[config.mk]
export PLATFORM = sky130hd
export DESIGN_NAME = load_store_unit
export DESIGN_NICKNAME = d
export VERILOG_FILES = /design/src/rtl/load_store_unit.sv
export SDC_FILE = /design/constraint.sdc
export NUM_CORES = 1
export LEC_CHECK = 0
export ABC_AREA = 1
export BUFFER_PORTS_ARGS = -buffer_cell sky130_fd_sc_hd__buf_2
export CELL_PAD_IN_SITES_DETAIL_PLACEMENT = 0
export CELL_PAD_IN_SITES_GLOBAL_PLACEMENT = 2
export CORE_ASPECT_RATIO = 0.75
export CORE_MARGIN = 10
export CORE_UTILIZATION = 32
export DETAILED_ROUTE_END_ITERATION = 16
export PLACE_DENSITY_LB_ADDON = 0.2
export SLEW_MARGIN = 10
export SYNTH_ARGS = -nofsm -noshare
export SYNTH_HDL_FRONTEND = slang
export SYNTH_SLANG_ARGS = --single-unit
[constraint.sdc]
create_clock -name clk -period 2.5 [get_ports clk]
set_input_delay 0 -clock clk [delete_from_list [all_inputs] [get_ports clk]]
set_output_delay 0 -clock clk [all_outputs]
set_load 0.02 [all_outputs]
[src/rtl/load_store_unit.sv]
// load_store_unit
// Memory-stage load/store engine for the RV32I pipeline. Captures the decoded
// memory controls and effective address from M, performs the access on a
// word-addressed, byte-enabled req/ack data bus, holds the pipeline for wait
// states and returns sign/zero-extended load data.
//
// Configuration macro: MISALIGN_SPLIT_EN
//   defined   - misaligned accesses are split into two word beats.
//   undefined - misaligned accesses are rejected without bus activity and
//               flagged with misalign_err_M alongside done_M.
//
// Ports
//   clk, rst_n          clock (rising edge), async active-low reset
//   req_M               valid load/store in M this cycle
//   MemWrite_M          1 = store, 0 = load
//   SizeSrc_M           00 word, 01 half, 10 byte, 11 word
//   LoadSign_M          1 = sign-extend load result
//   ALUResult_M         effective byte address
//   WriteData_M         right-aligned store data
//   Stall_M             hold F/D/E/M
//   done_M              one-cycle completion pulse
//   ReadData_M          extended load data, valid with done_M
//   misalign_err_M      one-cycle pulse for a rejected misaligned access
//   bus_req/we/addr/be/wdata  bus request side, stable until ack
//   bus_ack, bus_rdata  bus response side
//
// state | meaning
// IDLE  | waiting for req_M; capture the access when it arrives
// BEAT1 | first (or only) bus beat at the word containing the address
// BEAT2 | second beat of a split access, next word up
// DONE  | completion pulse; pipeline released

module load_store_unit #(
    parameter int ADDR_W = 32
) (
    input  logic              clk,
    input  logic              rst_n,
    input  logic              req_M,
    input  logic              MemWrite_M,
    input  logic [1:0]        SizeSrc_M,
    input  logic              LoadSign_M,
    input  logic [ADDR_W-1:0] ALUResult_M,
    input  logic [31:0]       WriteData_M,
    output logic              Stall_M,
    output logic              done_M,
    output logic [31:0]       ReadData_M,
    output logic              misalign_err_M,
    output logic              bus_req,
    output logic              bus_we,
    output logic [ADDR_W-1:0] bus_addr,
    output logic [3:0]        bus_be,
    output logic [31:0]       bus_wdata,
    input  logic              bus_ack,
    input  logic [31:0]       bus_rdata
);

    typedef enum logic [1:0] {
        IDLE  = 2'd0,
        BEAT1 = 2'd1,
        BEAT2 = 2'd2,
        DONE  = 2'd3
    } state_t;

    state_t state, state_next;

    logic [ADDR_W-1:0] addr_q;
    logic [1:0]        size_q;
    logic              sign_q;
    logic              we_q;
    logic [31:0]       wdata_q;
    logic [31:0]       lo_q;
    logic [31:0]       rdata_q;

    function automatic logic [3:0] lane_mask(input logic [1:0] size);
        case (size)
            2'b01:   lane_mask = 4'b0011;
            2'b10:   lane_mask = 4'b0001;
            default: lane_mask = 4'b1111;
        endcase
    endfunction

    function automatic logic is_misaligned(input logic [1:0] size, input logic [1:0] off);
        case (size)
            2'b01:   is_misaligned = (off == 2'd3);
            2'b10:   is_misaligned = 1'b0;
            default: is_misaligned = (off != 2'd0);
        endcase
    endfunction

    // pair = {hi word, lo word}; the addressed bytes start at byte 'off'.
    function automatic logic [31:0] extend_load(input logic [63:0] pair,
                                                input logic [1:0]  off,
                                                input logic [1:0]  size,
                                                input logic        sign);
        logic [31:0] s;
        s = 32'(pair >> {off, 3'b000});
        case (size)
            2'b01:   extend_load = {{16{sign & s[15]}}, s[15:0]};
            2'b10:   extend_load = {{24{sign & s[7]}}, s[7:0]};
            default: extend_load = s;
        endcase
    endfunction

    logic [1:0]        off;
    logic              mis_q;
    logic [ADDR_W-1:0] word_addr;
    logic [63:0]       wd64;
    logic [7:0]        be8;

    assign off       = addr_q[1:0];
    assign mis_q     = is_misaligned(size_q, off);
    assign word_addr = {addr_q[ADDR_W-1:2], 2'b00};
    // Lane-positioned store data and enables across two consecutive words.
    assign wd64      = {32'b0, wdata_q} << {off, 3'b000};
    assign be8       = {4'b0, lane_mask(size_q)} << off;

`ifndef MISALIGN_SPLIT_EN
    logic idle_mis;
    logic err_q;
    assign idle_mis = is_misaligned(SizeSrc_M, ALUResult_M[1:0]);
`endif

    always_ff @(posedge clk or negedge rst_n) begin
        if (!rst_n) begin
            state <= IDLE;
        end else begin
            state <= state_next;
        end
    end

    always_comb begin
        state_next = state;
        Stall_M    = 1'b0;
        bus_req    = 1'b0;
        bus_we     = 1'b0;
        bus_addr   = '0;
        bus_be     = 4'b0;
        bus_wdata  = 32'b0;
        case (state)
            IDLE: begin
                if (req_M) begin
                    Stall_M = 1'b1;
`ifdef MISALIGN_SPLIT_EN
                    state_next = BEAT1;
`else
                    state_next = idle_mis ? DONE : BEAT1;
`endif
                end
            end
            BEAT1: begin
                Stall_M   = 1'b1;
                bus_req   = 1'b1;
                bus_we    = we_q;
                bus_addr  = word_addr;
                bus_be    = be8[3:0];
                bus_wdata = wd64[31:0];
                // Without splitting, a misaligned access never reaches BEAT1.
                if (bus_ack) state_next = mis_q ? BEAT2 : DONE;
            end
            BEAT2: begin
                Stall_M   = 1'b1;
                bus_req   = 1'b1;
                bus_we    = we_q;
                bus_addr  = word_addr + ADDR_W'(4);
                bus_be    = be8[7:4];
                bus_wdata = wd64[63:32];
                if (bus_ack) state_next = DONE;
            end
            DONE: begin
                state_next = IDLE;
            end
            default: state_next = IDLE;
        endcase
    end

    always_ff @(posedge clk or negedge rst_n) begin
        if (!rst_n) begin
            addr_q  <= '0;
            size_q  <= 2'b0;
            sign_q  <= 1'b0;
            we_q    <= 1'b0;
            wdata_q <= 32'b0;
            lo_q    <= 32'b0;
            rdata_q <= 32'b0;
        end else begin
            // Result register only holds data during the DONE cycle.
            rdata_q <= 32'b0;
            case (state)
                IDLE: begin
                    if (req_M) begin
                        addr_q  <= ALUResult_M;
                        size_q  <= SizeSrc_M;
                        sign_q  <= LoadSign_M;
                        we_q    <= MemWrite_M;
                        wdata_q <= WriteData_M;
                    end
                end
                BEAT1: begin
                    if (bus_ack) begin
                        lo_q <= bus_rdata;
                        if (!mis_q && !we_q)
                            rdata_q <= extend_load({32'b0, bus_rdata}, off, size_q, sign_q);
                    end
                end
                BEAT2: begin
                    if (bus_ack && !we_q)
                        rdata_q <= extend_load({bus_rdata, lo_q}, off, size_q, sign_q);
                end
                default: ;
            endcase
        end
    end

`ifdef MISALIGN_SPLIT_EN
    assign misalign_err_M = 1'b0;
`else
    always_ff @(posedge clk or negedge rst_n) begin
        if (!rst_n) begin
            err_q <= 1'b0;
        end else begin
            err_q <= (state == IDLE) && req_M && idle_mis;
        end
    end
    assign misalign_err_M = err_q;
`endif

    assign done_M     = (state == DONE);
    assign ReadData_M = rdata_q;

endmodule

; Word-level counts from Yosys, hierarchy flattened
; Index checks and enable logic that the tools add are counted.
[totals]
input_bits = 104
out_inout_bits = 105
word_cells = 65
reg_bits = 135
[classes]
eq_ne = 12
bitwise_logic = 4
reduce_logical = 13
muxes = 22
n_shift = 4
n_addsub = 1
[op_table]
columns = op, count
row1 = 32-bit case mux with 2 select lines, 5
row2 = 32-bit two-way mux, 3
row3 = 32-bit by 5-bit left shift with 64-bit output, 1
row4 = 64-bit by 5-bit right shift with 32-bit output, 1
row5 = 32-bit by 3-bit adder with 32-bit output (second input constant), 1
row6 = 32-bit by 5-bit right shift with 32-bit output, 1
row7 = 4-bit case mux with 2 select lines, 2
row8 = 2-bit equality test (second input constant), 6
row9 = 2-bit two-way mux, 4
row10 = 2-bit case mux with 4 select lines, 1
row11 = 4-bit by 2-bit left shift with 8-bit output, 1
row12 = 2-bit by 1-bit equality test with 1-bit output (second input constant), 3
row13 = 2-bit != test (second input constant), 3
row14 = 1-bit case mux with 2 select lines, 3
row15 = 1-bit AND, 4
row16 = 1-bit logical AND, 4
row17 = 1-bit two-way mux, 4
row18 = 2-bit AND reduction, 2
row19 = 2-bit nonzero test, 2
row20 = 3-bit AND reduction, 1
row21 = 1-bit zero test, 2
row22 = 2-bit zero test, 1
row23 = 2-bit OR reduction, 1

; Depth between registers and ports, before layout
; Gate-level depths: netlist of run 1.
[logic_depth]
depth_word = 7
mapped_depth = 11
mapped_depth_nobuf = 11

; Worst setup path after synthesis of run 1
; No wires, ideal clock.
[synth_timing]
path_type = reg2out
from = register state[0]
to = output bus_addr[6]
arrival_time_ns = 2.061
stages_incl_launch_ff = 7
required_ns = 2.500
setup_slack_ns = 0.439
n_path_buf = 2
cell_sequence = dfrtp_1 > inv_1 > ha_1 > clkbuf_1 > inv_2 > clkbuf_1 > a221oi_1
[synth_via]
elab_chain_cells = 2
word_cells_on_any_way = 3
cone_classes = eq/ne: 2 / mux: 1
[synth_lines]
columns = item, line
row1 = from (decl), 64  ; state_t state, state_next;
row2 = from (signal assigned), 127  ; state <= state_next;
row3 = 2-bit equality test or 2-bit by 1-bit equality test with 1-bit output (tied branches), 139  ; case (state)
row4 = 32-bit case mux with 2 select lines (*), 139
row5 = to (decl), 50  ; output logic [ADDR_W-1:0] bus_addr,
; Every way passes the cells marked *; elsewhere a longest branch is shown, timed or not.

; Worst setup path after layout of run 1
[layout_timing]
from = register state[0]
to = output bus_wdata[29]
[layout_via]
elab_chain_cells = 2
word_cells_on_any_way = 3
cone_classes = eq/ne: 2 / mux: 1
[layout_lines]
columns = item, line
row1 = 2-bit equality test or 2-bit by 1-bit equality test with 1-bit output (tied branches), 139
row2 = 32-bit case mux with 2 select lines (*), 139
row3 = to (decl), 52  ; output logic [31:0] bus_wdata,
; Marked as above.

==> reports/metrics.yaml, run 1 <==
ant_nets: 0
htreeDepth: 4
final_core_util_pct: 44.0
tightest_slew_ns: 0.634
timing.max_slew.rel_slack_pct: 57.7
fillers: 2985
io_pins: 209
wire_per_inst_um: 19.2
maxCapViolCount: 0
synthArstFlopShare_pct: 100
yosysTopAreaCell: "dfrtp_1"
path_max_fanout: 8
globalplace.congestion: 0.903
cts.path.max_buffers: 2
grt_start_max_net_pins: 88
slowest_stage: "ha_2"
initial_utilization_pct: 32.4
syn_avg_cell_area_um2: 6.95
ys_warn_count: 0
max_freq_mhz: 407
yosysTopAreaCellShare_pct: 37.1
powerDensity_nw_per_um2: 1350
area_growth_pct: 35.7
finalMaxSlewViolations: 0
grt_busiest_layer: "met1"
cts_tree: "built"
die_h_um: 166
met2_usage_pct: 30.2
synth.area.top_cells: "dfrtp_1, nand2_1, a21oi_1"
clk_latency_ns: 0.43
clock_skew_ns: 0.0107
drt_pre_antenna_iters: 5
ys.flop_type: "dfrtp_1"
synth_cell_types: 46
cpPeakStageDelay_ns: 0.44
rsz0062_at_grt: "yes"
cts.sinks: 135
cp_data_required_time_ns: 2.50
seq_area_frac_synth_pct: 37.1
setup_viol: 0
cp_cell_sequence: "inv_1, ha_2, nand2_1, inv_1, buf_4, o21ai_0, a31oi_1, buf_2"
max-vdd-ir-drop_mv: 0.589
final.setup.tns_ns: 0
leakage_nw: 6.10
multi_input_area_um2: 4930
grt_use_met1_pct: 31.2
viasPerCell: 4.98
cp_common_cell: "inv_1"
routed_wl_um: 38600
grt_overflow: 0
synth_seq_cells: 135
grt_usage_pct: 21.1
core-area_um2: 28100
num_rows: 53
status: "complete, no violations"
cp.arrival_ns: 2.46
post-route-period-util_pct: 98.4
synth-edff-count: 0
seqCellArea_um2: 3380
syn_inst: 1310
clk_pin_slew_ns: 0.06
numCtsBuffers: 17
antenna_found_initial: 1
drc: 0
final_hold_viol_count: 0
hp-class: "input port to flip-flop"
die-area_um2: 35700
vias: 9995
crit_path_end_kind: "output pin"
period_minus_slack_ns: 2.46
drt-initial-drc-count: 859
numPortBuffers: 206
grt_pass1_vias: 9783
hpwl_um: 27900
use_met3_pct: 5.15
crit_type: "flip-flop to output pin"
die_w_um: 215
cts-root-buf: "clkbuf_16"
synthesis.area_um2: 9100
worstSetupStartpointType: "flip-flop"
layout.nets: 1720
holdWs_ns: 0.0415
grt_pass1_wl_um: 59400
drive_gt1_share_pct: 22.8
[power breakdown]
part / switching [mW] / leakage (nW) / internal [mW]
sequential: 0.777 / 1.64 / 3.05
combinational: 6.63 / 4.12 / 3.15
clock: 1.09 / 0.334 / 1.98
total: 8.50 / 6.10 / 8.18
[layout make-up]
type	count	area share [%]
Multi-Input combinational cell	1003	39.9
Clock buffer	17	3.44
Clock inverter	15	2.22
Timing Repair Buffer	353	20.1
Inverter	97	3.01
Sequential cell	135	27.4
Antenna cell	1	0.0203
Tap cell	385	3.90
[synthesized netlist by cell type, types with 2 or more instances]
cell type and instances:
a211oi_1 2, a21oi_1 135, a31oi_1 18, buf_1 4, buf_2 25, buf_4 7
buf_6 12, clkbuf_1 26, dfrtp_1 135, ha_1 9, inv_1 91, inv_2 5
mux2_2 39, nand2_1 414, nand2_2 7, nand3_1 47, nand3_2 7, nand4_1 10
nor2_1 125, nor2_4 6, nor3_1 9, o211ai_1 11, o21ai_0 108, o21ai_1 21
o21ai_2 7, o22a_1 3, o22ai_1 7, o31ai_1 2
[state kept, by name (all words and copies together), names as in the netlist]
| name | cells |
|---|---|
| ReadData_M | 32 |
| addr_q | 32 |
| lo_q | 32 |
| wdata_q | 32 |
| size_q | 2 |
| state | 2 |
| misalign_err_M | 1 |
| sign_q | 1 |
| we_q | 1 |
[cell usage in the layout, fill, tap and decap left out, types with 39 or more instances in the layout]
cell / n
dlygate4sd3_1: 102
inv_1: 88
a21oi_1: 135
mux2_2: 39
o21ai_0: 108
nor2_1: 125
dfrtp_1: 133
nand2_1: 412
nand3_1: 47
buf_2: 205
[critical path: cells and delay by family, from the launching register on]
family,cells,cell delay [ns]
buffers and inverters,4,0.66
DFF,1,0.42
AOI/OAI and AO/OA,2,0.41
and+or+nand+nor,1,0.10
adders and majority gates,1,0.44
[path summary, 6_finish.rpt]
| path | slack, ns | cells past startpoint | startpoint | to |
|---|---|---|---|---|
| max | 0.04 | 8 | state[0]$_DFFE_PN0P_ | bus_wdata[29] |
| min | 0.04 | 3 | req_M | misalign_err_M$_DFF_PN0_ |
| max reg2reg | 0.32 | 8 | size_q[0]$_DFFE_PN0P_ | ReadData_M[11]$_DFF_PN0_ |
| min reg2reg | 0.49 | 2 | lo_q[1]$_DFFE_PN0P_ | lo_q[1]$_DFFE_PN0P_ |
| max in group asynchronous | 1.56 | 3 | rst_n | wdata_q[5]$_DFFE_PN0P_ |
| min in group asynchronous | 0.12 | 2 | rst_n | wdata_q[9]$_DFFE_PN0P_ |
[logic make-up after synthesis]
logic type / share of synthesized area, %
buffers and inverters: 9.06
adder cells (fa/ha/maj): 1.24
AND/OR/NAND/NOR: 28.7
AO/OA/AOI/OAI: 19.0
multiplexers: 4.83
other: 0.0412
flip-flops: 37.1
[repair_timing]
action	in CTS	in global routing
buffers inserted	2	2
hold buffers	102	0
resized for setup	4	7
cloned	0	0
setup endpoints to repair	28	20
hold endpoints to repair	157	0
pin swaps	0	2
[through the flow]
| stage | cell area (um^2) | cells | setup WS (ns) | power [mW] |
|---|---|---|---|---|
| finish | 12400 | 2006 | 0.0410 | 16.7 |
| global route | 12400 | 2006 | -0.00633 | 18.0 |
| CTS | 12300 | 2003 | 0.0231 | 16.7 |
| detailed placement | 10600 | 1867 | 0.264 | 13.4 |
| global placement | 10600 | 1867 | 0.391 | 13.4 |
| floorplan | 9100 | 1311 | 0.439 | 10.1 |
[layer usage]
metal | vias up | part of all wire (%) | routed length (um)
met5 | - | 0 | 0
met4 | 0 | 1.1 | 423
met3 | 22 | 7.3 | 2820
met2 | 361 | 41 | 15900
met1 | 4710 | 50 | 19500
li1 | 4902 | - | -
No activity file was read; power rests on OpenSTA's default activity.
==> run 2, diff against run 1 <==
Settings changed: REMOVE_ABC_BUFFERS from default to 1.
==> run 2 against run 1 <==
Combinational power fell by 2.1%. Setup slack improved by 0.10 ns. Sequential power barely moved. Clock power fell by 7.8%. Total power fell by 2.6%. Sequential cell count did not move. Final area fell by 0.49%. Non-clock buffer count fell by 1. Critical path type unchanged. Critical endpoint is now bus_addr[6]. Largest cell class unchanged.
==> reports/metrics.yaml, run 2 (synthesis results as in run 1) <==
status: "complete, no violations"
crit_type: "flip-flop to output pin"
hold_start: "bus_rdata[24]"
path_max_fanout: 12  # +4
ant_nets: 0  # unchanged
insertedDiodeCount: 0  # -1
routed_wl_um: 35500  # -7.9%
num_rows: 53  # unchanged
cts-root-buf: "clkbuf_16"
max_freq_mhz: 424  # +4.3%
cp.arrival_ns: 2.36  # -0.10 ns
hpwl_um: 25300  # -9.3%
post-route-period-util_pct: 94.3  # -4.1 points
final_cell_mix: "nand2_1, buf_2, a21oi_1"
timing.max_slew.rel_slack_pct: 56.5  # -1.2 points
grt_pass1_wl_um: 56900  # -4.2%
drt-initial-drc-count: 650  # -24%
layout.nets: 1719  # -0.058%
clk_latency_ns: 0.44  # about the same
numPortBuffers: 206  # unchanged
final_hold_viol_count: 0  # unchanged
tightest_slew_ns: 0.648  # +0.0137 ns
pre_cts_ws_ns: 0.312  # +0.0476 ns
period_minus_slack_ns: 2.36  # -0.102 ns
rsz0062_at_grt: "yes"
crit_start: "state[0]$_DFFE_PN0P_"
fin_ws_ns: 0.143  # +0.102 ns
numCtsBuffers: 17  # unchanged
area_growth_pct: 35.1
antenna_found_initial: 0  # -1
die-area_um2: 35700  # unchanged
final_cells: 2004  # -0.10%
min_path_cells: 5  # +2
cts_tree: "built"
crit_path_end_kind: "output pin"
cp_data_required_time_ns: 2.50  # about the same
r2r_cells: 8  # unchanged
worstSetupStartpointType: "flip-flop"
grt_usage_pct: 19.7  # -1.4 points
core-area_um2: 28100  # unchanged
cts.sinks: 135  # unchanged
grt_pass1_vias: 9865  # +0.84%
htreeDepth: 4  # unchanged
clk_pin_slew_ns: 0.07  # about the same
powerDensity_nw_per_um2: 1320  # -2.1%
final_core_util_pct: 43.8  # -0.21 points
dpl.cell_count: 1867  # unchanged
max-vdd-ir-drop_mv: 0.503  # -15%
clock_skew_ns: 0.00804  # -0.00268 ns
io_pins: 209  # unchanged
grt_overflow: 0  # unchanged
vias: 9733  # -2.6%
drt_pre_antenna_iters: 5  # unchanged
setup_viol: 0  # unchanged
finalMaxSlewViolations: 0  # unchanged
drc: 0  # unchanged
cts.path.max_buffers: 2  # unchanged
holdWs_ns: 0.0431  # +0.00166 ns
leakage_nw: 6.07  # -0.42%
globalplace.congestion: 0.830  # -8.1%
die_h_um: 166  # unchanged
r2r_start: "state[0]$_DFFE_PN0P_"
initial_utilization_pct: 32.4  # unchanged
grt_start_max_net_pins: 59  # -33%
hp-class: "input port to flip-flop"
layout_commonest_cell: "nand2_1"
die_w_um: 215  # unchanged
drive_gt1_share_pct: 22.8  # about the same
wire_per_inst_um: 17.7  # -7.8%
final.setup.tns_ns: 0  # unchanged
maxCapViolCount: 0  # unchanged
viasPerCell: 4.86  # -2.5%
-- run 2: changes by cell type in the layout (fill, tap and decap cells not counted), sizes merged --
cell,previous run,this run
diode,1,0
buf,251,249
clkbuf,17,19
inv,96,98
bufinv,7,4
dlygate4sd3,102,103
clkinv,6,5
-- run 2: worst max-delay path, cell delays in order (launching register included) --
cell and delay [ns]:
dfrtp_1 0.42, inv_1 0.11, ha_2 0.39, buf_4 0.20, inv_2 0.16, a221oi_1 0.39
buf_2 0.26
-- run 2: layer usage --
| metal | part of all wire [%] | wire [um] | track usage, % | vias up |
|---|---|---|---|---|
| met1 | 50 | 17900 | 28.3 | 4555 |
| li1 | - | - | - | 4907 |
| met5 | 0 | 0 | 0 | - |
| met2 | 45 | 15800 | 30.5 | 250 |
| met3 | 4.5 | 1610 | 3.46 | 21 |
| met4 | 0.70 | 248 | 3.48 | 0 |
-- run 2: report_power, final --
group	internal [mW]	switching, mW	total, mW
combinational	3.12	6.45	9.57
clock	1.74	1.10	2.84
sequential	3.05	0.795	3.84
total	7.91	8.34	16.2
-- run 2: worst paths after layout --
check	end	slack [ns]
hold / removal	ReadData_M[24]$_DFF_PN0_	0.04
max in group asynchronous	lo_q[3]$_DFFE_PN0P_	1.65
min in group asynchronous	addr_q[22]$_DFFE_PN0P_	0.10
setup / recovery	bus_addr[6]	0.14
hold reg to reg	lo_q[16]$_DFFE_PN0P_	0.48
setup reg to reg	ReadData_M[18]$_DFF_PN0_	0.27
-- run 2: final cells by class --
class                           count  area, um^2
Clock buffer                       19         453
Clock inverter                     13         194
Fill cell                        2950       15800
Inverter                           97         369
Multi-Input combinational cell   1003        4930
Sequential cell                   135        3380
Tap cell                          385         482
Timing Repair Buffer              352        2480
-- run 2: what timing repair did --
action                     CTS  global route
setup endpoints to repair   21            35
gates resized for setup      5            11
hold buffers               103             0
hold endpoints to repair   186             0
buffers inserted             0             2
pin swaps                    0             2
-- run 2: metrics by stage --
stage	power, mW	instance area (um^2)
after global routing	17.6	12300
after CTS	16.3	12200
after global placement	13.2	10600
after detailed placement	13.2	10600
final	16.2	12300
after floorplan	9.64	8640
